[config.mk]
export PLATFORM = sky130hd
export DESIGN_NAME = prbs31_lock_checker_predictor
export DESIGN_NICKNAME = d
export VERILOG_FILES = /design/src/rtl/prbs31_lock_checker_pkg.sv /design/src/rtl/prbs31_lock_checker_predictor.sv
export SDC_FILE = /design/constraint.sdc
export NUM_CORES = 1
export LEC_CHECK = 0
export BUFFER_PORTS_ARGS = -buffer_cell sky130_fd_sc_hd__buf_2
export CORE_MARGIN = 2
export CORE_UTILIZATION = 47
export CTS_CLUSTER_DIAMETER = 100
export DETAILED_ROUTE_END_ITERATION = 12
export SYNTH_ARGS = -nofsm -noshare
export SYNTH_HDL_FRONTEND = slang
export SYNTH_SLANG_ARGS = --single-unit
[constraint.sdc]
create_clock -name clk -period 3.2 [get_ports clk]
set_clock_uncertainty 0.15 [all_clocks]
set_input_delay 0.64 -clock clk [delete_from_list [all_inputs] [get_ports clk]]
set_output_delay 0.64 -clock clk [all_outputs]
set_load 0.03 [all_outputs]
[src/rtl/prbs31_lock_checker_pkg.sv]
// Shared constants, types and helpers for the PRBS31 lock checker.
package prbs31_lock_checker_pkg;

    // PRBS31 polynomial x^31 + x^28 + 1 expressed as shift-register taps
    localparam int unsigned PRBS31_TAP_A = 30;
    localparam int unsigned PRBS31_TAP_B = 27;
    localparam int unsigned PRBS31_LEN   = 31;

    localparam int unsigned SEED_CNT_W = 5;
    localparam int unsigned MATCH_W    = 16;
    localparam int unsigned STAT_W     = 32;
    localparam int unsigned LOSS_W     = 16;

    typedef enum logic [1:0] {
        ST_SEED   = 2'd0,
        ST_VERIFY = 2'd1,
        ST_LOCKED = 2'd2
    } chk_state_t;

    // Predictor either loads received bits or free-runs on its own prediction
    typedef enum logic {
        PRED_LOAD_RX  = 1'b0,
        PRED_FREE_RUN = 1'b1
    } pred_mode_t;

    typedef struct packed {
        logic [STAT_W-1:0] total_bits;
        logic [STAT_W-1:0] total_bit_errors;
        logic [LOSS_W-1:0] lock_loss_count;
    } chk_stats_t;

    // Saturating increment, holds at all-ones
    function automatic logic [STAT_W-1:0] sat_inc32(input logic [STAT_W-1:0] v);
        return (&v) ? v : v + STAT_W'(1);
    endfunction

    function automatic logic [LOSS_W-1:0] sat_inc16(input logic [LOSS_W-1:0] v);
        return (&v) ? v : v + LOSS_W'(1);
    endfunction

endpackage

[src/rtl/prbs31_lock_checker_predictor.sv]
// PRBS31 reference shift register: loads received bits or free-runs, exposes next-bit prediction.
module prbs31_lock_checker_predictor
    import prbs31_lock_checker_pkg::*;
(
    input  logic       clk,
    input  logic       rst,
    input  logic       en,
    input  pred_mode_t mode,
    input  logic       din,
    output logic       p_c,
    output logic       sr_zero_c
);

    logic [PRBS31_LEN-1:0] sr_q;
    logic [PRBS31_LEN-1:0] sr_d;

    assign p_c       = sr_q[PRBS31_TAP_A] ^ sr_q[PRBS31_TAP_B];
    assign sr_zero_c = (sr_q == '0);

    // Shift in either the received bit (self-sync) or the prediction (free-run)
    always_comb begin
        sr_d = sr_q;
        if (en) begin
            sr_d = {sr_q[PRBS31_LEN-2:0], (mode == PRED_FREE_RUN) ? p_c : din};
        end
    end

    // Reference register
    always_ff @(posedge clk or posedge rst) begin
        if (rst) begin
            sr_q <= '0;
        end else begin
            sr_q <= sr_d;
        end
    end

endmodule

==> impl_metrics.yaml <==
clock_network:
  cts-htree-levels: 2
  cts.sink_count: 31
  clock_latency_ns: 0.32
  cts_resized: 0
  cts_buffers: 5
  post-cts-setup-buffer-count: 0
  tritoncts_clock_tree: "yes"
  worst_setup_hold_path_clk_slew_ns: 0.09
  hold_buffers: 0
  clockRootBuffer: "clkbuf_4"
  clock_path_buffers: 2
cells_and_area:
  synthToLayoutAreaGrowth_pct: 3.33
  layoutNonFillerInstCount: 123
  layout.cells.most_common: "dfrtp_1"
  regMostFlops: "sr_q"
  fraction_of_final_layout_cells_with_drive_strength_greater_than_1_pct: 45.7
  fillCellCount: 227
  most-common-layout-cells: "31 x dfrtp_1, 28 x mux2_4, 7 x nor4_1"
  layout.area.seq_um2: 776
  largest_reg_flops: 31
  antenna_cells: 0
  layout.core_utilization_pct: 51.6
  finalInstanceArea_um2: 1440
  reg.largest.list: "sr_q x31"
  multi_input_area_um2: 532
  design.final.nets: 98
timing:
  timing.final.hold_violations: 0
  timing.final.crit_share_pct: 73.5
  max-slew-margin-rel_pct: 37.5
  final.setup.tns_ns: 0
  achievable-frequency_mhz: 425
  worstMarginPinSlew_ns: 0.938
  setup_violations: 0
  fin_hold_ws_ns: 0.225
  setup_ws_ns: 0.849
  final-max-slew-violation-count: 0
  rsz0062_at_grt: "no"
  period_minus_slack_ns: 2.35
synth:
  synthesis.instances: 83
  synthDominantCellAreaShare_pct: 55.8
  yosys_register_bits: 31
  synth_fp_nets: 88
  ys_types: 13
  synth_area_per_cell_um2: 16.7
  synth.cell_area_um2: 1390
  yosysTopAreaCell: "dfrtp_1"
  yosys_warning_count: 0
  synth-seq-area-share_pct: 55.8
  ys_top_cells_by_area: "dfrtp_1 56%, mux2_4 30%, buf_12 4.3%"
drt:
  route.antenna.remaining_nets: 0
  number_of_violations_reported_at_the_end_of_detailed_routing_iteration_0: 14
  route.detailed.wl_per_inst_um: 15.9
  vias: 656
  drt-total-wl_mm: 1.96
  route.detailed.drc: 0
  dr.pass1.iters: 4
  vias_per_cell: 5.33
global_route:
  grt_util_met3_pct: 5.27
  grt_antenna_before_repair: 0
  groute.layer.met2.usage_pct: 15.9
  use_met1_pct: 21.8
  grt_pass1_wl_mm: 3.40
  gr-max-usage-layer: "met1"
  groute.usage.overall_pct: 14.0
  grt_start_max_net_pins: 33
  gr-total-overflow: 0
  via_count_of_the_first_global_routing_pass: 669
placement:
  buffer_ports.inserted: 6
  dp_slack_ns: 1.17
  globalplace.congestion: 0.709
  number_of_cells_in_the_design_after_placement: 117
  placedInstanceArea_um2: 1400
  hpwl_mm: 1.23
critical_path:
  worst_r2r_endpoint: "sr_q[0]"
  critical-path-max-stage-delay_ns: 0.41
  crit_chain: "nor4_1 -> nand4_1 -> nor2_1 -> buf_2"
  crit_required_ns: 2.41
  worst_r2r_path_depth: 3
  startpoint_type: "flip-flop"
  slowest_stage: "dfrtp_1"
  critical_path_destination: "sr_zero_c"
  register_to_register_path_setup_slack_ns: 2.08
  critPathLaunch: "sr_q[3]"
  cp-end-kind: "output pin"
  worstPathMaxFanout: 3
  crit-reg2reg-launch: "sr_q[27]"
  arrival_time_of_data_at_the_critical_path_endpoint_ns: 1.56
  crit_path_kind: "reg -> out"
floorplanning:
  die_height_um: 58.4
  die-area_um2: 3410
  design.portCount: 7
  dieWidth_um: 58.4
  row_count: 19
  initial_core_util_pct: 50.0
  core_area_um2: 2780
pwr:
  net-switching-power_uw: 353
  vdd_ir_drop_max_mv: 0.580
  static-leakage-power_nw: 0.726
  pwr-share-clk_pct: 16.1
  pwr-share-seq_pct: 55.8
  p_comb_share_pct: 28.1
  sw_frac_of_total_pct: 29.0
  cell_internal_pwr_uw: 863
  power_density_nw_per_um2: 846
  total_power_mw: 1.22
run:
  max_cap_viol_count: 0
run_status:
  run_status: "finished, final reports clean"
hold_path:
  timing.hold.worst.class: "in -> async"
layout make-up:
type / count / area share (%)
flip-flops and latches: 31 / 54.0
well taps: 31 / 2.70
clock buffers: 6 / 2.87
repair buffers: 7 / 2.61
multi-input cells: 45 / 37.0
inverters: 3 / 0.784
routing by layer:
layer / vias up / share of wire (%)
met4: 0 / 1.9
met5: - / 0
met3: 6 / 3.2
met1: 319 / 57
met2: 13 / 38
li1: 318 / -
cells in the mapped netlist:
library cell	n
xor2_1	1
mux2_4	28
buf_12	3
nor3_1	1
dfrtp_1	31
buf_6	1
nand4_1	2
nor2_1	2
mux2_2	2
o22ai_1	1
o21ai_0	1
nor4_1	7
inv_1	3
worst min-delay path by stage:
stage	endpoint	slack (ns)
global placement	sr_q[5]	0.37
floorplan	sr_q[9]	0.35
global route	sr_q[0]	0.25
CTS	sr_q[17]	0.23
finish	sr_q[0]	0.23
detailed placement	sr_q[8]	0.37
kinds of logic (layout without fill, tap and decap cells):
logic type                Yosys count  in the layout  share of synthesized area (%)
and+or+nand+nor                    12             12                           4.95
buffers and inverters               7             16                           5.94
AOI/OAI and AO/OA                   2              2                          0.810
muxes                              30             30                           31.9
xor gates and xnor gates            1              1                          0.630
DFF                                31             31                           55.8
worst max-delay path: cells and delay by family (launching register included):
kind,cells,cell delay [ns]
and+or+nand+nor,3,0.64
DFF,1,0.41
buffers and inverters,1,0.20
power by group through the flow:
stage / clock, mW / combinational [mW] / sequential (mW)
2_1_floorplan: 0 / 0.312 / 0.643
3_3_place_gp: 0 / 0.338 / 0.679
3_5_place_dp: 0 / 0.343 / 0.684
4_1_cts: 0.206 / 0.345 / 0.678
5_1_grt: 0.228 / 0.369 / 0.700
6_report: 0.196 / 0.341 / 0.678
(Power assumes the default switching activity.)
